**config.mk**
```make
export PLATFORM = sky130hd
export DESIGN_NAME = jesd204b_tx_link_ctrl
export DESIGN_NICKNAME = d
export VERILOG_FILES = /design/src/rtl/jesd204b_tx_link_ctrl.sv
export SDC_FILE = /design/constraint.sdc
export NUM_CORES = 1
export LEC_CHECK = 0
export ABC_AREA = 1
export BUFFER_PORTS_ARGS = -buffer_cell sky130_fd_sc_hd__buf_2
export CAP_MARGIN = 20
export CORE_MARGIN = 3
export CORE_UTILIZATION = 48
export DETAILED_ROUTE_END_ITERATION = 7
export HOLD_SLACK_MARGIN = 0.1
export PLACE_DENSITY_LB_ADDON = 0.05
export SLEW_MARGIN = 20
export SYNTH_ARGS = -nofsm -noshare
export SYNTH_HDL_FRONTEND = slang
export SYNTH_SLANG_ARGS = --single-unit
```
**constraint.sdc**
```tcl
create_clock -name clk -period 3.7 [get_ports clk]
set_input_delay 0.555 -clock clk [delete_from_list [all_inputs] [get_ports clk]]
set_output_delay 0.555 -clock clk [all_outputs]
set_load 0.01 [all_outputs]
```
**src/rtl/jesd204b_tx_link_ctrl.sv**
```systemverilog
// jesd204b_tx_link_ctrl: JESD204B TX link sequencer (CGS/ILAS/DATA) with local LMFC for one lane.
// Optional JESD_TX_LINK_STATUS_EN adds resync_count and ilas_done status outputs.
module jesd204b_tx_link_ctrl #(
    parameter int LANE_DATA_WIDTH  = 32,
    parameter int OCTET_PER_SENT   = 4,
    parameter int OCTETS_PER_FR    = 2,
    parameter int FRAMES_PER_MF    = 10,
    parameter int ILAS_MF          = 4,
    parameter int SYNC_LOSS_CYCLES = 2
) (
    input  logic                       clk,
    input  logic                       reset,
    input  logic                       sync_n,
    input  logic [111:0]               in_config,
    input  logic [LANE_DATA_WIDTH-1:0] tx_data,
    output logic                       data_ready,
    output logic [LANE_DATA_WIDTH-1:0] lane_data,
    output logic [OCTET_PER_SENT-1:0]  charisk,
    output logic [1:0]                 link_state,
`ifdef JESD_TX_LINK_STATUS_EN
    output logic [7:0]                 resync_count,
    output logic                       ilas_done,
`endif
    output logic                       lmfc_pulse
);
    localparam int FK       = OCTETS_PER_FR * FRAMES_PER_MF;
    localparam int MF_BEATS = FK / OCTET_PER_SENT;
    localparam int CW       = MF_BEATS > 1 ? $clog2(MF_BEATS) : 1;
    localparam int MW       = ILAS_MF > 1 ? $clog2(ILAS_MF) : 1;
    localparam int LW       = SYNC_LOSS_CYCLES > 1 ? $clog2(SYNC_LOSS_CYCLES) : 1;

    typedef enum logic [1:0] {ST_CGS = 2'd0, ST_ILAS = 2'd1, ST_DATA = 2'd2} state_t;

    state_t                     state_q, state_d;
    logic [CW-1:0]              cnt_q;
    logic [MW-1:0]              ilas_mf_q, ilas_mf_d;
    logic [LW-1:0]              low_q, low_d;
    logic                       sync_q, lmfc_q, last_beat, loss;
    logic [1:0]                 link_state_q;
    logic [LANE_DATA_WIDTH-1:0] lane_q, lane_d, ilas_lane;
    logic [OCTET_PER_SENT-1:0]  isk_q, isk_d, ilas_isk;

    // {is_k, octet} for ILAS octet o of a multiframe; mf1 selects the config-carrying multiframe
    function automatic logic [8:0] ilas_octet(input int o, input logic mf1, input logic [111:0] cfg);
        return o == 0                          ? {1'b1, 8'h1C} :
               o == FK - 1                     ? {1'b1, 8'h7C} :
               mf1 && o == 1                   ? {1'b1, 8'h9C} :
               mf1 && o >= 2 && o <= 15        ? {1'b0, cfg[8*(15-o) +: 8]} :
                                                 {1'b0, o[7:0]};
    endfunction

    assign last_beat  = cnt_q == CW'(MF_BEATS - 1);
    assign loss       = state_q != ST_CGS && !sync_q && low_q == LW'(SYNC_LOSS_CYCLES - 1);
    assign data_ready = state_q == ST_DATA;
    assign lane_data  = lane_q;
    assign charisk    = isk_q;
    assign link_state = link_state_q;
    assign lmfc_pulse = lmfc_q;

    always_comb begin
        state_d   = state_q;
        ilas_mf_d = ilas_mf_q;
        low_d     = (state_q == ST_CGS || sync_q || loss) ? '0 : low_q + LW'(1);
        if (loss) begin
            state_d = ST_CGS;
        end else if (state_q == ST_CGS && last_beat && sync_q) begin
            state_d   = ST_ILAS;
            ilas_mf_d = '0;
        end else if (state_q == ST_ILAS && last_beat) begin
            state_d   = ilas_mf_q == MW'(ILAS_MF - 1) ? ST_DATA : ST_ILAS;
            ilas_mf_d = ilas_mf_q + MW'(1);
        end
    end

    always_comb begin
        ilas_lane = '0;
        ilas_isk  = '0;
        for (int i = 0; i < OCTET_PER_SENT; i++)
            {ilas_isk[OCTET_PER_SENT-1-i], ilas_lane[LANE_DATA_WIDTH-1-8*i -: 8]} =
                ilas_octet(int'(cnt_q) * OCTET_PER_SENT + i, ilas_mf_q == MW'(1), in_config);
        lane_d = state_q == ST_DATA ? tx_data : state_q == ST_ILAS ? ilas_lane : {OCTET_PER_SENT{8'hBC}};
        isk_d  = state_q == ST_ILAS ? ilas_isk : {OCTET_PER_SENT{state_q == ST_CGS}};
    end

    always_ff @(posedge clk) begin
        if (reset) begin
            state_q      <= ST_CGS;
            cnt_q        <= '0;
            ilas_mf_q    <= '0;
            low_q        <= '0;
            sync_q       <= 1'b0;
            lane_q       <= {OCTET_PER_SENT{8'hBC}};
            isk_q        <= '1;
            link_state_q <= 2'd0;
            lmfc_q       <= 1'b0;
        end else begin
            state_q      <= state_d;
            cnt_q        <= last_beat ? '0 : cnt_q + CW'(1);
            ilas_mf_q    <= ilas_mf_d;
            low_q        <= low_d;
            sync_q       <= sync_n;
            lane_q       <= lane_d;
            isk_q        <= isk_d;
            link_state_q <= state_q;
            lmfc_q       <= cnt_q == '0;
        end
    end

`ifdef JESD_TX_LINK_STATUS_EN
    logic [7:0] resync_q;
    logic       ilas_done_q;

    assign resync_count = resync_q;
    assign ilas_done    = ilas_done_q;

    // DATA is only entered from ILAS, so a DATA beat following a non-DATA beat is the first one
    always_ff @(posedge clk) begin
        if (reset) begin
            resync_q    <= '0;
            ilas_done_q <= 1'b0;
        end else begin
            resync_q    <= (loss && resync_q != 8'hFF) ? resync_q + 8'd1 : resync_q;
            ilas_done_q <= state_q == ST_DATA && link_state_q != 2'd2;
        end
    end
`endif
endmodule

```
# Word level (Yosys, flattened, before mapping)
# Index checks and enable logic that the tools add are counted.
# op_classes
add_sub_neg	10
magnitude_cmp	8
eq_ne	11
n_shift	4
n_mux	22
n_bitwise	1
n_reduce_logical	32
# ops
operator	count
$shiftx A112 B10 Y8	3
$logic_not A32 Y1	4
$shiftx A112 B9 Y8	1
$mux W9	10
$mux W32	2
$mux W8	4
$sub A4 B6 Y7 const A	3
$eq A6 B1 Y1 const B	3
$eq A6 B5 Y1 const B	3
$ge A6 B2 Y1 const B	3
$le A6 B4 Y1 const B	3
$logic_and A1 B1 Y1	16
$add A5 B2 Y6 const B	2
$add A5 B1 Y6 const B	1
$mux W2	3
$reduce_or A2 Y1	3
$sub A4 B5 Y6 const A	1
$ge A5 B2 Y1 const B	1
$le A5 B4 Y1 const B	1
$eq A2 B1 Y1 const B	2
$eq A2 B2 Y1 const B	2
$mux W4	1
$reduce_bool A2 Y1	2
$add A3 B1 Y3 const B	1
other kinds (11)	13
# word_totals
ff_bits	48
input_bits	147
out_inout_bits	40

# Longest topological paths before layout
# Gate-level depths: netlist of the first run.
# logic_depth
ltp_word	10
depth_mapped	12
ltp_nobuf	10

# Worst setup path before layout of the first run
# OpenSTA, ideal clock, no wires.
# synth_path
kind	flip-flop to flip-flop
from	register cnt_q[0]
to	register lane_q[3], in the netlist lane_data[3]
setup_time_ns	0.116
arrival_time_ns	1.586
required_ns	3.584
slack_ns	1.997
stages_incl_launch_ff	13
path_buffers	2
period_less_slack_ns	1.703
path_cell_list	dfxtp_1 inv_1 buf_2 buf_2 ha_1 nand2_1 inv_1 nor2_1 inv_1 nor2_1 nand2_1 nand2_1 nand2_1
# synth_between
elab_chain_cells	10
elab_cells_between_ends	17
cone_classes	add/sub: 2; order compare: 2; eq/ne: 2; shift: 1; mux: 6; reduce/logical: 4
# synth_lines
item	line	source
start: declaration	35	logic [CW-1:0] cnt_q;
start signal: assignment	98	cnt_q <= last_beat ? '0 : cnt_q + CW'(1);
$add A5 B2 Y6 (*)	80	ilas_octet(int'(cnt_q) * OCTET_PER_SENT + i, ilas_mf_q == MW'(1), in_config);
parallel branches: the longest is 6 deep, another holds $sub A4 B6 Y7	--	
$mux W9 (*)	45	return o == 0 ? {1'b1, 8'h1C} :
$mux W32 (*) (2 in series)	81	lane_d = state_q == ST_DATA ? tx_data : state_q == ST_ILAS ? ilas_lane : {OCTET_PER_SENT{8'hBC}};
end signal: assignment	92	lane_q <= {OCTET_PER_SENT{8'hBC}};
end signal: assignment	102	lane_q <= lane_d;
end: declaration	40	logic [LANE_DATA_WIDTH-1:0] lane_q, lane_d, ilas_lane;
# Mark *: on every way between the ends.
# A chain may end at the register's enable or synchronous reset.

# Final worst setup path of the first run
# layout_path
from	register ilas_mf_q[0]
to	register lane_q[29], in the netlist lane_data[29]
# layout_between
elab_chain_cells	7
# layout_lines
item	line	source
start: declaration	36	logic [MW-1:0] ilas_mf_q, ilas_mf_d;
start signal: assignment	99	ilas_mf_q <= ilas_mf_d;
$eq A2 B1 Y1	80	
$logic_and A1 B1 Y1 (2 in series)	48	mf1 && o >= 2 && o <= 15 ? {1'b0, cfg[8*(15-o) +: 8]} :
$mux W8	48	
$mux W9	45	
$mux W32 (2 in series)	81	
# Every way passes these cells.

==> impl_metrics.toml, run 1 <==
[detailed_routing]
wl_met1_mm = 4.12
drt_wl_total_mm = 10.0
drc = 0
top_layer_used = "met4"
first_pass_iters = 4
wl_met2_mm = 4.96
vias = 3909
first_iter_violations = 184
met3WireLength_um = 787
final_antenna_net_count = 0
via_per_inst = 4.71
wl_per_cell_um = 12.1

[min_path]
hold_class = "flip-flop to flip-flop"
holdPathEnd = "low_q"
worstHoldPathCells = 1
hold_path_startpoint = "low_q"

[synthesis]
syn_area_um2 = 3260
yosys.area_share.simple_pct = 47.5
synth_top_family_by_area = "simple AND/OR/NAND/NOR gates"
synthAdderAreaFrac_pct = 1.54
synth-xor-area-share_pct = 0.269
synth_flop_cell = "dfxtp_1"
ys_async_sr_fraction_pct = 0
syn-num-nets = 734
synth_mux_area_share_pct = 0
yosysWarnings = 0
ys_seq_area_share_pct = 29.5
synth_cells = 583
postSynthAreaPerCell_um2 = 5.59
synthDistinctLibCells = 23
synth_compound_area_share_pct = 4.99
ys_ff_latch = 48
synth-edff-count = 0

[sta]
tightest_slew_ps = 716
relSlewSlack_pct = 52.2
setup_viol = 0
tns_ps = 0
finClkSkew_ps = 5.38
finalCritPeriodShare_pct = 52.3
max_freq_mhz = 517
hold_ws_ps = 439
hold_viol = 0
drv_slew = 0
rsz0062_at_grt = "false"
min_period_ps = 1940
timing.final.ws_setup_ps = 1760

[worst_setup_path]
critPathKind = "flip-flop to flip-flop"
crit_path_end_kind = "flip-flop"
crit_top_cell = "nand2_1"
max_stage_delay_ps = 490
crit_arrival_ps = 2180
worstPathCellList = "ha_1 > inv_1 > nor2_2 > nand2_1 > nor2_1 > nand2_1 > nand2_1 > nand2_1 > nand2_1"
critPathTopFamily = "simple AND/OR/NAND/NOR gates"
r2r-end = "lane_data[29]"
r2r_cells = 9
worstPathMaxFanout = 16
path_buf_inv = 1
critPathLaunchType = "flip-flop"
r2r-start = "ilas_mf_q[0]"
cp_slowest_cell = "nor2_2"
cp.required_ps = 3940
rrSetupSlack_ps = 1760

[global_route]
grtUsageTotal_pct = 25.5
antenna_found_initial = 0
grt_start_max_net_pins = 76
grt_pass1_wl_mm = 16.0
grt_overflow_total = 0
grt_pass1_vias = 3693

[power_and_ir_drop]
peakVddDrop_mv = 0.171
p_per_area_nw_per_um2 = 292
leakage_uw = 0.00253

[die]
die_h_um = 88.4
row_count = 29
dieArea_um2 = 7820
die_w_um = 88.4
core_area_um2 = 6460
ios = 187
initial_utilization_pct = 50.5

[clock_network]
clock_latency_ps = 300
cts-resized-gates = 0
numCtsBuffers = 5
cts.path.max_buffers = 2
postCtsSetupBuffers = 0
h-tree-depth = 2
cts_tree = "yes"
clock_sinks = 48
clk_pin_slew_worst_paths_ps = 90
cts-root-buf = "clkbuf_8"
holdBufCountCts = 0

[finish]
drive_gt1_share_pct = 28.2
layout_commonest_cell = "nand2_1"
nNetsFinal = 903
final_cell_mix = "nand2_1 (249), buf_2 (186), inv_1 (101)"
finish.instance_area_um2 = 4290
syn_to_final_growth_pct = 31.6
instances_no_fill = 830
diodes = 0

[place]
place.gp.congestion = 0.864
post-place-cells = 822
post-place-ws_ps = 1790
io_buffers = 186
hpwl_mm = 8.19
place_area_um2 = 4180

[run]
cap_violations = 0

[status]
run_status = "completed"
-- through the flow --
stage,total power [uW],utilization (%)
finish,1250,66.4
global route,1330,66.4
CTS,1260,66.4
detailed placement,878,64.6
global placement,877,64.6
floorplan,761,-
-- final cells by class --
class	count	area, um^2
clock buffer	5	68.8
clock inverter	3	46.3
fill	629	2170
sequential	48	962
timing repair buffer	188	946
tap	77	96.3
multi-input combinational	402	1770
inverter	107	402
-- state kept, by name (all words and copies together) (netlist names) --
name and cells:
lane_data 32, charisk 4, cnt_q 3, ilas_mf_q 2, link_state 2, state_q 2
lmfc_pulse 1, low_q 1, sync_q 1
-- cells in the mapped netlist (2+ instances only) --
cell      number  area [um^2]
inv_1        101          379
nor2_1        38          143
dfxtp_1       48          961
nand3_1       54          270
nand2_1      249          935
or2_2          2         12.5
a21oi_1       18         90.1
nor2_4         4         45.0
o211ai_1       9         67.6
buf_4          3         22.5
buf_2         15         75.1
ha_1           4         50.1
or2_0         16          100
inv_2          6         22.5
nand3b_1       2         15.0
clkbuf_1       7         26.3
-- metal layers --
metal,up-vias,GRT usage [%]
met5,-,0
met4,0,6.04
met3,16,4.93
met2,157,47.0
met1,1680,30.3
li1,2056,-
-- cell families after synthesis --
logic type	Yosys count
adder cells (fa/ha/maj)	4
AND/OR/NAND/NOR	369
flip-flops	48
XOR/XNOR	1
buffers and inverters	133
AO/OA/AOI/OAI	28
-- worst max path at each step --
| stage | from | to | slack (ps) | depth (start not counted) |
|---|---|---|---|---|
| 6_report | ilas_mf_q[0] | lane_data[29] | 1760 | 9 |
| 5_1_grt | ilas_mf_q[0] | lane_data[29] | 1520 | 9 |
| 4_1_cts | state_q[1] | data_ready | 1760 | 3 |
| 3_5_place_dp | ilas_mf_q[0] | lane_data[29] | 1790 | 9 |
| 3_3_place_gp | ilas_mf_q[0] | lane_data[29] | 1870 | 9 |
| 2_1_floorplan | cnt_q[0] | lane_data[3] | 2000 | 12 |
-- where the power goes --
group          internal (uW)  switching [uW]
Clock                    204             181
Sequential               525            9.02
Combinational            134             199
(Power assumes the default switching activity.)
==> run 2, diff against run 1 <==
ABC_AREA = 0   (was 1)
CORE_UTILIZATION = 38   (was 48)
clock period = 1.77 ns   (was 3.7 ns; I/O delays follow)
==> run 2 against run 1 <==
Clock-buffer cell count did not move; worst setup slack got worse by 1600 ps; largest cell class unchanged; via count fell by 25%; clock power rose by 110%; global-route usage fell by 4.3 points; largest power group unchanged; first-iteration DRC count fell by 28%; critical path depth fell by 5; core utilization fell by 9.9 points; register-to-register slack got worse by 1600 ps; hold slack got worse by 280 ps; routed wire length fell by 11%; area after synthesis fell by 17%.
==> impl_metrics.toml, run 2 <==
[status]
run_status = "completed"

[detailed_routing]
first_pass_iters = 4
vias = 2924
final_antenna_net_count = 0
wl_met2_mm = 4.43
via_per_inst = 5.15
wl_met1_mm = 3.82
met3WireLength_um = 652
wl_per_cell_um = 15.8
first_iter_violations = 132
drt_wl_total_mm = 8.97
top_layer_used = "met4"
drc = 0

[global_route]
grt_start_max_net_pins = 55
grt_overflow_total = 0
antenna_found_initial = 0
grt_pass1_wl_mm = 14.3
grtUsageTotal_pct = 21.1
grt_pass1_vias = 2902

[worst_setup_path]
worstPathMaxFanout = 13
crit_path_end_kind = "output port"
worstPathCellList = "buf_4 > nand2b_1 > inv_1 > buf_2"
cp_slowest_cell = "dfxtp_1"
critPathLaunchType = "flip-flop"
crit_arrival_ps = 1370
cp.required_ps = 1500
r2r_cells = 5
max_stage_delay_ps = 330
critPathKind = "flip-flop to output port"

[place]
io_buffers = 186
hpwl_mm = 7.10
place.gp.congestion = 0.785

[synthesis]
synth-xor-area-share_pct = 0
syn_area_um2 = 2700
postSynthAreaPerCell_um2 = 9.29
ys_seq_area_share_pct = 35.7
synth_top_family_by_area = "compound AO/OA/AOI/OAI gates"
synth_mux_area_share_pct = 19.4
ys_top_cells_by_count = "dfxtp_1 (48), mux2i_1 (32), nor2_1 (21), a21oi_1 (16), mux2_2 (16)"
yosysWarnings = 0
synthDistinctLibCells = 48
yosys.area_share.simple_pct = 13.4
syn-num-nets = 441
synth_most_common_cell = "dfxtp_1"
synthAdderAreaFrac_pct = 1.86
synthTopCellsByArea = "dfxtp_1 (36%), mux2i_1 (12%), mux2_2 (6.7%)"
synth_largest_area_cell = "dfxtp_1"
synth_top_area_share_pct = 35.7
ys_async_sr_fraction_pct = 0
synth_flop_cell = "dfxtp_1"
synth_compound_area_share_pct = 23.2
ys_ff_latch = 48
synth-edff-count = 0
synth_cells = 290

[clock_network]
cts_tree = "yes"
h-tree-depth = 2
cts-root-buf = "clkbuf_8"
postCtsSetupBuffers = 0
clk_pin_slew_worst_paths_ps = 90
clock_latency_ps = 310
holdBufCountCts = 0
cts.path.max_buffers = 2
cts-resized-gates = 0
clock_sinks = 48
numCtsBuffers = 5

[power_and_ir_drop]
p_sw_uw = 665
p_sw_share_pct = 26.7
power_frac_comb_pct = 23.2
p_int_uw = 1830
clkPwrFrac_pct = 32.3
leakage_uw = 0.00175
seq_power_share_pct = 44.5
p_per_area_nw_per_um2 = 645
power_uw = 2490
peakVddDrop_mv = 0.350

[sta]
hold_ws_ps = 156
setup_viol = 0
tightest_slew_ps = 552
drv_slew = 0
min_period_ps = 1640
rsz0062_at_grt = "true"
max_freq_mhz = 611
finalCritPeriodShare_pct = 92.5
hold_viol = 0
relSlewSlack_pct = 63.2
finClkSkew_ps = 7.35

[die]
dieArea_um2 = 8140
core_area_um2 = 6830
die_w_um = 90.2
die_h_um = 90.2
initial_utilization_pct = 39.5
ios = 187
row_count = 30

[finish]
nNetsFinal = 622
largest_register_ffs = 32
syn_to_final_growth_pct = 43.3
layout_commonest_cell = "buf_2"
diodes = 0
final_cell_mix = "buf_2 (186), dfxtp_1 (46), mux2i_1 (32)"
drive_gt1_share_pct = 49.4

[min_path]
hold_class = "input pin to flip-flop"
worstHoldPathCells = 2

[run]
cap_violations = 0
run 2: routing by layer:
layer  vias to the layer above  track usage, %
met1                      1340            26.8
met4                         0            3.83
li1                       1445               -
met5                         -               0
met3                         9            5.10
met2                       130            36.8
run 2: area by class of cell:
cell class,instances,area [um^2]
fill,672,2970
multi-input combinational,207,1570
timing repair buffer,202,1080
sequential,48,963
tap,96,120
clock buffer,5,68.8
clock inverter,3,42.5
inverter,7,26.3
run 2: cell families (layout without fill, tap and decap cells):
| logic type | count (synthesis) | count (layout) |
|---|---|---|
| flops | 48 | 48 |
| compound gates | 86 | 86 |
| fa+ha+maj | 4 | 4 |
| buf+inv | 35 | 217 |
| mux | 49 | 49 |
| simple gates | 68 | 68 |
run 2: power by group through the flow:
stage                     combinational [uW]  sequential, uW  clock (uW)
final                                    579            1110         805
after global routing                     640            1110         861
after CTS                                585            1110         811
after detailed placement                 583            1130           0
after global placement                   580            1130           0
after floorplan                          336            1130           0
run 2: worst paths after layout:
kind	start	to	slack [ps]
max reg2reg	ilas_mf_q[0]	lane_data[16]	160
max	state_q[0]	data_ready	130
min	tx_data[25]	lane_data[25]	160
min reg2reg	low_q	low_q	460
run 2: critical path, delay by kind of cell (launching register included):
| family | cells | cell delay, ps |
|---|---|---|
| AND/OR/NAND/NOR | 1 | 300 |
| buffers and inverters | 3 | 420 |
| flip-flops | 1 | 330 |
run 2: stage by stage:
step / cells / area, um^2 / TNS, ps / utilization, % / setup WS (ps)
2_1_floorplan: 290 / 2710 / 0 / - / 39.9
3_3_place_gp: 560 / 3750 / 0 / 54.9 / 176
3_5_place_dp: 560 / 3750 / 0 / 54.9 / 161
4_1_cts: 568 / 3860 / 0 / 56.5 / 154
5_1_grt: 568 / 3860 / -22.1 / 56.5 / -7.44
6_report: 568 / 3860 / 0 / 56.5 / 132
